$ cat src/rtl/afifo_rd_logic_pkg.sv
// Shared definitions for the async FIFO read side: pointer width helper,
// output buffer count type, gray/binary conversion and HEADROOM sanity check.
package afifo_rd_logic_pkg;

  // Widest pointer the conversion helpers handle; callers zero-extend into it.
  localparam int MAX_PW = 32;

  // Number of words held in the 2-entry output buffer (0..2).
  typedef logic [1:0] buf_cnt_t;

  // Pointer carries one extra bit above the address to tell full from empty.
  function automatic int ptr_width(input int aw);
    return aw + 1;
  endfunction

  function automatic logic [MAX_PW-1:0] bin2gray(input logic [MAX_PW-1:0] b);
    return b ^ (b >> 1);
  endfunction

  // Zero-extended gray input decodes to the zero-extended binary value.
  function automatic logic [MAX_PW-1:0] gray2bin(input logic [MAX_PW-1:0] g);
    logic [MAX_PW-1:0] b;
    b = '0;
    b[MAX_PW-1] = g[MAX_PW-1];
    for (int i = MAX_PW - 2; i >= 0; i--) begin
      b[i] = b[i+1] ^ g[i];
    end
    return b;
  endfunction

  // alEmpty threshold must be reachable by the depth counter.
  function automatic bit headroom_ok(input int headroom, input int aw);
    return (headroom >= 1) && (headroom <= (1 << aw));
  endfunction

endpackage

$ cat src/rtl/afifo_rd_logic_if.sv
// Output stream of the async FIFO read side: valid/ready handshake with data.
interface afifo_rd_logic_if #(
  parameter int DW = 64
) ();
  logic          out_valid;
  logic          out_ready;
  logic [DW-1:0] out_data;

  // FIFO side drives the word, consumer drives ready.
  modport master (output out_valid, output out_data, input out_ready);
  modport slave  (input out_valid, input out_data, output out_ready);
endinterface

$ cat src/rtl/afifo_sync2.sv
// Two-flop synchroniser with asynchronous active-low reset, any width.
// Only safe for gray-coded (single-bit-change) buses.
module afifo_sync2 #(
  parameter int WIDTH = 1
) (
  input  logic             clk,
  input  logic             rst_n,
  input  logic [WIDTH-1:0] d,
  output logic [WIDTH-1:0] q
);
  logic [WIDTH-1:0] meta_reg;
  logic [WIDTH-1:0] sync_reg;

  // Two stages to let the first flop resolve metastability.
  always_ff @(posedge clk or negedge rst_n) begin
    if (!rst_n) begin
      meta_reg <= '0;
      sync_reg <= '0;
    end else begin
      meta_reg <= d;
      sync_reg <= meta_reg;
    end
  end

  assign q = sync_reg;
endmodule

$ cat src/rtl/afifo_rd_logic.sv
// Async FIFO read-clock-domain control.
// Synchronises the write gray pointer, tracks empty, issues memory reads and
// feeds a 2-entry first-word-fall-through output buffer at one word per clock.
// Optional feature: define AFIFO_ALEMPTY_EN to build the depth register and
// alEmpty flag; otherwise alEmpty is tied low.
module afifo_rd_logic
  import afifo_rd_logic_pkg::*;
#(
  parameter int DW       = 64,
  parameter int AW       = 15,
  parameter int PW       = ptr_width(AW),
  parameter int HEADROOM = 4
) (
  input  logic              rclk,
  input  logic              rst_n,
  input  logic [PW-1:0]     wr_gray_ptr,
  input  logic [DW-1:0]     rd_data,
  output logic              ren,
  output logic [AW-1:0]     rd_addr,
  output logic [PW-1:0]     rd_gray_ptr,
  output logic              empty,
  output logic              alEmpty,
  afifo_rd_logic_if.master  out_if
);

  localparam bit HEADROOM_OK = headroom_ok(HEADROOM, AW);

  logic [PW-1:0] wr_gray_sync;
  logic [PW-1:0] wr_ptr_reg;
  logic [PW-1:0] rd_ptr_reg;
  logic [PW-1:0] rd_ptr_next;
  logic [PW-1:0] rd_gray_reg;
  logic          empty_reg;
  buf_cnt_t      cnt_reg;
  buf_cnt_t      cnt_next;
  logic          rd_pend_reg;
  logic          head_reg;
  logic          tail_idx;
  logic          pop;
  logic [2:0]    credit_use;
  logic [DW-1:0] word_sel [2];

  afifo_sync2 #(.WIDTH(PW)) u_wr_sync (
    .clk   (rclk),
    .rst_n (rst_n),
    .d     (wr_gray_ptr),
    .q     (wr_gray_sync)
  );

  // Decode the synchronised write pointer into binary for comparisons.
  always_ff @(posedge rclk or negedge rst_n) begin
    if (!rst_n) wr_ptr_reg <= '0;
    else        wr_ptr_reg <= PW'(gray2bin(MAX_PW'(wr_gray_sync)));
  end

  // Credit: words buffered plus the one in flight, minus the one leaving now,
  // must leave a free slot before another read is launched.
  assign pop         = out_if.out_valid && out_if.out_ready;
  assign credit_use  = {1'b0, cnt_reg} + {2'b00, rd_pend_reg};
  assign ren         = (rd_ptr_reg != wr_ptr_reg) && (credit_use < (3'd2 + {2'b00, pop}));
  assign rd_ptr_next = rd_ptr_reg + PW'(ren);
  assign cnt_next    = cnt_reg + buf_cnt_t'(rd_pend_reg) - buf_cnt_t'(pop);
  // Tail is taken before this cycle's pop; when full and popping it lands on
  // the slot being vacated, which is read combinationally before the edge.
  assign tail_idx    = head_reg ^ cnt_reg[0];

  // Read pointer, buffer bookkeeping, empty flag and outgoing gray pointer.
  always_ff @(posedge rclk or negedge rst_n) begin
    if (!rst_n) begin
      rd_ptr_reg  <= '0;
      rd_gray_reg <= '0;
      empty_reg   <= 1'b1;
      cnt_reg     <= '0;
      rd_pend_reg <= 1'b0;
      head_reg    <= 1'b0;
    end else begin
      rd_ptr_reg  <= rd_ptr_next;
      rd_gray_reg <= PW'(bin2gray(MAX_PW'(rd_ptr_next)));
      empty_reg   <= (rd_ptr_next == wr_ptr_reg);
      cnt_reg     <= cnt_next;
      rd_pend_reg <= ren;
      head_reg    <= head_reg ^ pop;
    end
  end

  for (genvar gi = 0; gi < 2; gi++) begin : g_buf
    logic [DW-1:0] word_reg;

    // Capture returning memory data into this slot when it is the tail.
    always_ff @(posedge rclk or negedge rst_n) begin
      if (!rst_n)                                      word_reg <= '0;
      else if (rd_pend_reg && (tail_idx == 1'(gi)))    word_reg <= rd_data;
    end

    assign word_sel[gi] = word_reg;
  end

  assign rd_addr          = rd_ptr_reg[AW-1:0];
  assign rd_gray_ptr      = rd_gray_reg;
  assign empty            = empty_reg;
  assign out_if.out_valid = (cnt_reg != 2'd0);
  assign out_if.out_data  = word_sel[head_reg];

`ifdef AFIFO_ALEMPTY_EN
  localparam logic [PW:0] HEADROOM_W = HEADROOM[PW:0];
  logic [PW-1:0] depth_reg;
  logic          al_empty_reg;

  // Occupancy of the memory, then threshold it one cycle later.
  always_ff @(posedge rclk or negedge rst_n) begin
    if (!rst_n) begin
      depth_reg    <= '0;
      al_empty_reg <= 1'b1;
    end else begin
      depth_reg    <= wr_ptr_reg - rd_ptr_reg;
      al_empty_reg <= ({1'b0, depth_reg} < HEADROOM_W);
    end
  end

  assign alEmpty = al_empty_reg;
`else
  assign alEmpty = 1'b0;
`endif

  // Credit scheme guarantees a capture into a full buffer always meets a pop.
  a_no_overflow: assert property (@(posedge rclk) disable iff (!rst_n)
    !(rd_pend_reg && (cnt_reg == 2'd2) && !pop));

  a_headroom: assert property (@(posedge rclk) HEADROOM_OK);

endmodule
$ cat src/flat_wrapper.sv
// flat-port wrapper written by rule: the top's interface ports become plain ports
module afifo_rd_logic_flat import afifo_rd_logic_pkg::*;
#(
  parameter int DW       = 64,
  parameter int AW       = 15,
  parameter int PW       = ptr_width(AW),
  parameter int HEADROOM = 4
)
  (rclk, rst_n, wr_gray_ptr, rd_data, ren, rd_addr, rd_gray_ptr, empty, alEmpty, out_if_out_valid, out_if_out_data, out_if_out_ready);
  afifo_rd_logic_if #(.DW(DW)) out_if_i ();
  input  logic rclk;
  input  logic rst_n;
  input  logic [PW-1:0] wr_gray_ptr;
  input  logic [DW-1:0] rd_data;
  output logic ren;
  output logic [AW-1:0] rd_addr;
  output logic [PW-1:0] rd_gray_ptr;
  output logic empty;
  output logic alEmpty;
  output wire logic [$bits(out_if_i.out_valid)-1:0] out_if_out_valid;
  output wire logic [$bits(out_if_i.out_data)-1:0] out_if_out_data;
  input wire logic [$bits(out_if_i.out_ready)-1:0] out_if_out_ready;
  assign out_if_out_valid = out_if_i.out_valid;
  assign out_if_out_data = out_if_i.out_data;
  assign out_if_i.out_ready = out_if_out_ready;
  afifo_rd_logic #(.DW(DW), .AW(AW), .PW(PW), .HEADROOM(HEADROOM)) u_core (.rclk(rclk), .rst_n(rst_n), .wr_gray_ptr(wr_gray_ptr), .rd_data(rd_data), .ren(ren), .rd_addr(rd_addr), .rd_gray_ptr(rd_gray_ptr), .empty(empty), .alEmpty(alEmpty), .out_if(out_if_i));
endmodule
$ cat config.mk
export PLATFORM = sky130hd
export DESIGN_NAME = afifo_rd_logic_flat
export DESIGN_NICKNAME = d
export VERILOG_FILES = /design/src/rtl/afifo_rd_logic_pkg.sv /design/src/rtl/afifo_rd_logic_if.sv /design/src/rtl/afifo_sync2.sv /design/src/rtl/afifo_rd_logic.sv /design/src/flat_wrapper.sv
export SDC_FILE = /design/constraint.sdc
export NUM_CORES = 1
export LEC_CHECK = 0
export ABC_AREA = 0
export CAP_MARGIN = 20
export CORE_MARGIN = 1.5
export CORE_UTILIZATION = 51
export CTS_CLUSTER_SIZE = 16
export DETAILED_ROUTE_END_ITERATION = 10
export GPL_ROUTABILITY_DRIVEN = 0
export PLACE_DENSITY_LB_ADDON = 0.2
export SETUP_SLACK_MARGIN = 0.15
export SYNTH_ARGS = -nofsm -noshare
export SYNTH_HDL_FRONTEND = slang
export SYNTH_SLANG_ARGS = --single-unit
$ cat constraint.sdc
create_clock -name rclk -period 3.6 [get_ports rclk]
set_input_delay 0.36 -clock rclk [delete_from_list [all_inputs] [get_ports rclk]]
set_output_delay 0.36 -clock rclk [all_outputs]
set_load 0.02 [all_outputs]
Yosys cells after proc, flatten, opt, wreduce, memory -nomap -nowiden:

Index checks and enable logic that the tools add are counted.

* add/sub/neg operators: 5
* magnitude comparators: 2
* eq/ne operators: 2
* mux-type cells: 3
* bitwise operators: 20
* reduce and logical (&&, ||, !) cells: 5

Operator list (count)
* 2-to-1 mux 64 bit: 3
* bitwise XOR 1 bit: 17
* adder 16 x 1 -> 16 bit: 1
* == test 16 bit: 1
* != test 16 bit: 1
* bitwise XOR 16 x 15 -> 16 bit: 1
* logical AND 1 bit: 4
* adder 2 x 1 -> 3 bit: 1
* adder 2 x 1 -> 3 bit (first input constant): 1
* < comparator 3 bit: 1
* adder 2 x 1 -> 2 bit: 1
* greater-or-equal comparator 2 bit (second input constant): 1
* inverter 1 -> 2 bit: 1
* nonzero test 2 bit: 1
* subtractor 2 x 1 -> 2 bit: 1
* inverter 1 bit: 1

* flip-flop bits (word level): 213
* bits of input ports: 83
* output and inout bits: 99

Depth between registers and ports, before layout:

Gate-level depths: netlist of the first run.

* word-level depth: 15
* mapped depth: 15
* depth with buffers taken out: 13

Hierarchy:

From an unflattened synthesis of the first run, not the netlist that was laid out.

* cell total of the unflattened synthesis: 602
* area total of the unflattened synthesis: 8877.3 um2

By module, submodules not included
* afifo_rd_logic: times used 1, cells an instance 570, area an instance 8076.5 um2, sequential area each 4505.6 um2
* afifo_sync2: times used 1, cells an instance 32, area an instance 800.8 um2, sequential area each 800.8 um2

Worst setup path after synthesis of the first run:

No wires, ideal clock.

* path kind: register to register
* start point: reg u_core.rd_ptr_reg[3]
* end point: reg u_core.rd_gray_reg[11] (netlist: u_core.rd_gray_ptr[11])
* library setup time: 0.138 ns
* arrival time: 3.333 ns
* required time: 3.462 ns
* slack: 0.129 ns
* cell stages (with the launch flop): 15
* buffers on the path: 2
* period minus slack after synthesis: 3.471 ns
* cells stage by stage: dfrtp_1 clkbuf_1 xor2_1 nor4_1 nand3_1 nor3_1 nor3_1 ha_1 ha_1 and3_1 clkbuf_1 nand3_1 or2_2 xor2_1 xor2_1

* word-level cells in the longest chain between the ends: 4

Ends and longest elaborated chain
* start, declared: RTL line afifo_rd_logic.sv:30 `logic [PW-1:0] rd_ptr_reg;`
* start signal, assigned: RTL line afifo_rd_logic.sv:77 `rd_ptr_reg <= rd_ptr_next;`
* != test 16 bit: RTL line afifo_rd_logic.sv:60 `assign ren = (rd_ptr_reg != wr_ptr_reg) && (credit_use < (3'd2 + {2'b00, pop}));`
* logical AND 1 bit: RTL line afifo_rd_logic.sv:60
* net ren: RTL line flat_wrapper.sv:15 `output logic ren;`
* adder 16 x 1 -> 16 bit: RTL line afifo_rd_logic.sv:61 `assign rd_ptr_next = rd_ptr_reg + PW'(ren);`
* bitwise XOR 16 x 15 -> 16 bit: RTL line afifo_rd_logic_pkg.sv:17 `return b ^ (b >> 1);`
* end signal, assigned: RTL line afifo_rd_logic.sv:78 `rd_gray_reg <= PW'(bin2gray(MAX_PW'(rd_ptr_next)));`
* end, declared: RTL line afifo_rd_logic.sv:32 `logic [PW-1:0] rd_gray_reg;`

The timed path passes the listed nets, and every way through them passes these cells.
A chain may end at the register's enable or synchronous reset.

Worst setup path in the final report of the first run:

* start point: reg u_core.rd_ptr_reg[4]
* end point: reg u_core.empty_reg (netlist: u_core.empty)

* word-level cells in the longest chain between the ends: 4

Ends and longest elaborated chain
* != test 16 bit: RTL line afifo_rd_logic.sv:60
* logical AND 1 bit: RTL line afifo_rd_logic.sv:60
* adder 16 x 1 -> 16 bit: RTL line afifo_rd_logic.sv:61
* net u_core.rd_ptr_next[1]: RTL line afifo_rd_logic.sv:31 `logic [PW-1:0] rd_ptr_next;`
* == test 16 bit: RTL line afifo_rd_logic.sv:79 `empty_reg <= (rd_ptr_next == wr_ptr_reg);`
* end signal, assigned: RTL line afifo_rd_logic.sv:79
* end, declared: RTL line afifo_rd_logic.sv:33 `logic empty_reg;`

The timed path passes the listed nets, and every way through them passes these cells.

==> impl_metrics.toml, run 1 <==
[timing]
skew_ps = 12.9
max_slew_margin_pct = 38.2
post-route-period-util_pct = 88.8
hold_violations = 0
worst_slack_ps = 404
final_max_slew_viol_count = 0
max_freq_ghz = 0.313
fin_crit_ps = 3200
rsz0062_at_grt = "false"
worst_pin_slew_ps = 926
fin_tns_setup_ps = 0
setup_violations = 0

[setup_path]
critical_path_required_ps = 4000
r2r_slack_ps = 400
reg2regPathDepth = 11
reg2reg_from = "u_core.rd_ptr_reg[4]"
cp-start-kind = "register"
rr_endpoint = "u_core.empty"
crit_path_end_kind = "register"
path_max_fanout = 10
critPathKind = "reg -> reg"
crit_arrival_ps = 3590

[global_routing]
grt_max_degree = 98
grt_pass1_vias = 6083
grtUsageTotal_pct = 20.4
antenna_found_initial = 0
grt_overflow = 0
grt_pass1_wl_um = 29900

[clock_network]
h-tree-depth = 1
cts_tree = "built"
post_cts_buffers = 0
clock_latency_ps = 490
clockRootBuffer = "clkbuf_16"
clkTransAtPathRegs_ps = 60
clkSinkCount = 212
cts_inserted_buffers = 22
clock_path_buffers = 3

[detailed_routing]
drt_iter0_markers = 191
wl_per_cell_um = 17.4
dr_total_vias = 5446
ant_nets = 0
drc = 0
via_per_inst = 5.26
drt-pass1-iter-count = 4
drt-total-wl_um = 18000

[final_layout]
final_layout_size_suffix_gt1_share_pct = 29.9
syn_to_final_growth_pct = 31.0
fillers = 1218
finalNetCount = 885
largest_register_ffs = 128
n_antenna_cell = 0

[synthesis]
yosysSeqAreaShare_pct = 59.4
synth_ff_type = "dfrtp_1"
synth_area_leader_cell = "dfrtp_1"
synth.avg_cell_area_um2 = 14.5
syn_nets = 704
yosys.cell_types.count = 39
synthCells = 615
ys_seq_elements = 212
synth-edff-count = 0
ys_warn_count = 0
ys_top_cells_by_area = "dfrtp_1, mux2_2, xnor2_1"
synth_top_area_share_pct = 59.1
syn_area_mm2 = 0.00893
async_reset_ff_share_pct = 100

[floorplanning]
core-area_mm2 = 0.0172
rows = 48
initial_utilization_pct = 52.0
die_y_um = 135
die_w_um = 135
io_pins = 182
die_area_mm2 = 0.0183

[placed_design]
hpwl_um = 12300
place_ws_ps = 351
io_buffers = 180

[power_and_ir_drop]
p_leak_nw = 4.95
max-vdd-ir-drop_uv = 720
powerDensity_mw_per_mm2 = 1030
finalPower_w = 0.0121

[worst_hold_path]
holdCritStartpoint = "wr_gray_ptr[1]"
holdPathEnd = "u_core.u_wr_sync.meta_reg[1]"
hold_depth = 1
hold_path_class = "in -> reg"

[run]
max_cap_viol_count = 0

[outcome]
status = "finished, final reports clean"
[placed cells by master (no fill, tap or decap), types with 6 or more instances in the layout]
cell type,n
inv_1,20
nand2_1,10
mux2_2,192
ha_1,6
xor2_1,36
dfrtp_1,209
clkbuf_1,8
clkdlybuf4s50_1,179
nand3_1,9
nor2_1,10
clkbuf_16,23
xnor2_1,38
[kinds of logic after synthesis]
family,after synthesis,synth area share [%]
compound gates,19,1.50
xor+xnor,79,8.50
fa+ha+maj,6,0.841
buf+inv,49,2.10
flops,212,59.4
mux,192,24.2
other cells,1,0.0420
simple gates,57,3.39
[per-layer routing]
layer / vias up / global-route usage [%] / share of wire [%]
met3: 41 / 6.25 / 7.8
met1: 2738 / 24.6 / 39
met5: - / 0 / 0
li1: 2481 / - / -
met4: 0 / 6.75 / 2.6
met2: 186 / 35.1 / 50
[what timing repair did]
action,CTS,global route
resized for setup,0,2
hold endpoints to repair,49,0
hold buffers,1,0
setup endpoints to repair,0,1
[worst max-delay path by stage]
| stage | startpoint | to | slack, ps | cells after the start |
|---|---|---|---|---|
| after floorplan | u_core.rd_ptr_reg[3] | u_core.rd_gray_ptr[11] | 380 | 14 |
| after global placement | u_core.rd_ptr_reg[4] | u_core.empty | 450 | 11 |
| after detailed placement | u_core.rd_ptr_reg[4] | u_core.empty | 350 | 11 |
| after CTS | u_core.rd_ptr_reg[4] | u_core.empty | 330 | 11 |
| after global routing | u_core.rd_ptr_reg[5] | u_core.rd_gray_ptr[11] | 170 | 12 |
| final | u_core.rd_ptr_reg[4] | u_core.empty | 400 | 11 |
[where the power goes]
part / internal (W) / switching [W] / leakage, nW
sequential: 0.00337 / 0.000537 / 2.51
combinational: 0.00325 / 0.00274 / 2.10
clock: 0.00132 / 0.000855 / 0.344
total: 0.00794 / 0.00413 / 4.95
[Yosys cell counts, types with 4 or more instances]
cell type / instances
nor2_1: 10
nand3_1: 9
xor2_1: 36
dfrtp_1: 211
o21ai_0: 4
ha_1: 6
and4_1: 4
mux2_2: 192
nand2_1: 11
inv_1: 20
nand4_1: 5
clkbuf_1: 26
xnor2_1: 38
[final cells by class]
cell class                      instances  area [um2]  share of cell area [%]
Sequential cell                       212        5310                    45.4
Clock buffer                           35         661                    5.65
Timing Repair Buffer                  186        1880                    16.1
Multi-Input combinational cell        354        3450                    29.5
Clock inverter                          3        40.0                   0.342
Tap cell                              225         282                    2.41
Inverter                               20        75.1                   0.642
[critical path, cell delays in order (launching register included)]
cell,delay (ps)
dfrtp_2,480
xor2_1,190
or4_1,510
nor3_2,230
nor3_2,100
ha_1,250
ha_1,360
xnor2_1,220
o2111ai_1,120
nor3_1,220
o2111ai_1,150
nor4_1,290
[per-stage QoR]
step	cell area, um2	hold slack, ps	std cells	util (%)
after CTS	11700	288	1035	68.1
after global routing	11700	297	1035	68.1
final	11700	305	1035	68.1
after floorplan	8940	64.4	615	-
after detailed placement	11000	336	996	63.9
after global placement	11000	333	996	63.9
Note: power is estimated with default switching activity, not from simulation.
==> inputs of run 2 (changes only) <==
--- a/config.mk
+++ b/config.mk
@@ -6,6 +6,7 @@
 export NUM_CORES = 1
 export LEC_CHECK = 0
 export ABC_AREA = 0
+export ABC_CLOCK_PERIOD_IN_PS = 3600
 export CAP_MARGIN = 20
 export CORE_MARGIN = 1.5
 export CORE_UTILIZATION = 51
==> results of run 2 <==
Same layout as run 1: the final DEF is identical, and so are final timing and power.
==> inputs of run 3 (changes only) <==
--- a/config.mk
+++ b/config.mk
@@ -8,6 +8,7 @@
 export ABC_AREA = 0
 export ABC_CLOCK_PERIOD_IN_PS = 3600
 export CAP_MARGIN = 20
+export CORE_ASPECT_RATIO = 1.25
 export CORE_MARGIN = 1.5
 export CORE_UTILIZATION = 51
 export CTS_CLUSTER_SIZE = 16
==> run 3 against run 2 <==
Net effect: worst hold slack improved by 13 ps; largest power group unchanged; sequential share of layout area increased by 0.18 points; core utilization increased by 0.54 points; sequential power about the same.
==> impl_metrics.toml, run 3 (same netlist as run 1, synthesis figures left out) <==
[timing]
max_slew_margin_pct = 46.0
max_freq_ghz = 0.323
post-route-period-util_pct = 86.0
skew_ps = 4.54
hold_violations = 0
rsz0062_at_grt = "false"
worst_pin_slew_ps = 810
final_max_slew_viol_count = 0
fin_crit_ps = 3090
whs_ps = 318
fin_tns_setup_ps = 0
setup_violations = 0

[final_layout]
fin_area_mm2 = 0.0117
largest_register_ffs = 128
final_layout_size_suffix_gt1_share_pct = 30.4
final_cell_mix = "dfrtp_1, mux2_2, clkdlybuf4s50_1"
seq_area_mm2 = 0.00531
finalNetCount = 884
multi_input_area_mm2 = 0.00345
layout_commonest_cell = "dfrtp_1"
final_util_pct = 68.6
syn_to_final_growth_pct = 30.5
fillers = 1240
n_antenna_cell = 0

[detailed_routing]
ant_nets = 0
dr_total_vias = 5320
wl_per_cell_um = 16.8
drt-pass1-iter-count = 4
drc = 0
drt_iter0_markers = 311
drt-total-wl_um = 17300
via_per_inst = 5.18

[power_and_ir_drop]
p_leak_nw = 4.94
max-vdd-ir-drop_uv = 616
finalPower_w = 0.0119
powerDensity_mw_per_mm2 = 1020

[setup_path]
cp_top_family = "simple AND/OR/NAND/NOR gates"
path_max_fanout = 8
crit_path_end_kind = "register"
crit_arrival_ps = 3480
critPathKind = "reg -> reg"
crit_buf_inv = 0
path_cells = "xor2_1 -> or4_1 -> nor3_2 -> nor3_2 -> ha_1 -> ha_1 -> and3_2 -> nand3_1 -> or2_2 -> xor2_1 -> nand2_1 -> nor4_1"
slowest_delay_ps = 530
cp-start-kind = "register"
cpMaxStageDelayCell = "or4_1"
critical_path_required_ps = 3980

[clock_network]
clkTransAtPathRegs_ps = 60
cts_tree = "built"
clkSinkCount = 212
clock_path_buffers = 3
cts_inserted_buffers = 21
h-tree-depth = 1
clock_latency_ps = 480
post_cts_buffers = 0
clockRootBuffer = "clkbuf_16"

[floorplanning]
die_area_mm2 = 0.0183
die_w_um = 121
io_pins = 182
rows = 53
initial_utilization_pct = 52.6
die_y_um = 151
core-area_mm2 = 0.0170

[placed_design]
hpwl_um = 12000
io_buffers = 180
dpl-instance-area_mm2 = 0.0110

[outcome]
status = "finished, final reports clean"

[global_routing]
grt_max_degree = 96
antenna_found_initial = 0
grtUsageTotal_pct = 19.4
grt_overflow = 0
grt_pass1_wl_um = 28400
grt_pass1_vias = 5701

[run]
max_cap_viol_count = 0

[worst_hold_path]
hold_path_class = "in -> reg"
## run 3: power breakdown
part           internal (W)  total (W)  switching (W)
combinational       0.00327    0.00596        0.00269
clock               0.00119    0.00202       0.000831
sequential          0.00337    0.00392       0.000552
## run 3: cell type report
cell class	count	area share [%]
inverter	20	0.644
tap	220	2.36
sequential	212	45.6
timing repair buffer	186	16.2
clock buffer	31	5.35
clock inverter	5	0.215
multi-input combinational	354	29.6
## run 3: final timing paths
kind	slack [ps]	start	cells after the start	end
max	510	u_core.rd_ptr_reg[13]	12	u_core.empty
min	320	wr_gray_ptr[1]	1	u_core.u_wr_sync.meta_reg[1]
max reg2reg	510	u_core.rd_ptr_reg[13]	12	u_core.empty
min reg2reg	350	u_core.u_wr_sync.meta_reg[7]	0	u_core.u_wr_sync.q[7]
max in group asynchronous	2150	rst_n	3	u_core.g_buf[1].word_reg[7]
min in group asynchronous	520	rst_n	2	u_core.rd_gray_ptr[10]
## run 3: repair_timing
| action | in CTS | in global routing |
|---|---|---|
| gates resized for setup | 0 | 4 |
| hold buffers | 1 | 0 |
| setup endpoints to repair | 0 | 1 |
| endpoints found under the hold margin | 74 | 0 |
## run 3: through the flow
step / cells / setup WS [ps]
final: 1028 / 505
after global routing: 1028 / 177
after CTS: 1028 / 379
after detailed placement: 991 / 404
after global placement: 991 / 425
after floorplan: 615 / 377
## run 3: metal layers
| metal | wire length (um) | track usage, % | vias to the layer above |
|---|---|---|---|
| met5 | 0 | 0 | - |
| met4 | 396 | 6.24 | 0 |
| met3 | 1340 | 6.10 | 31 |
| met2 | 8990 | 33.6 | 166 |
| met1 | 6550 | 23.0 | 2655 |
| li1 | - | - | 2468 |
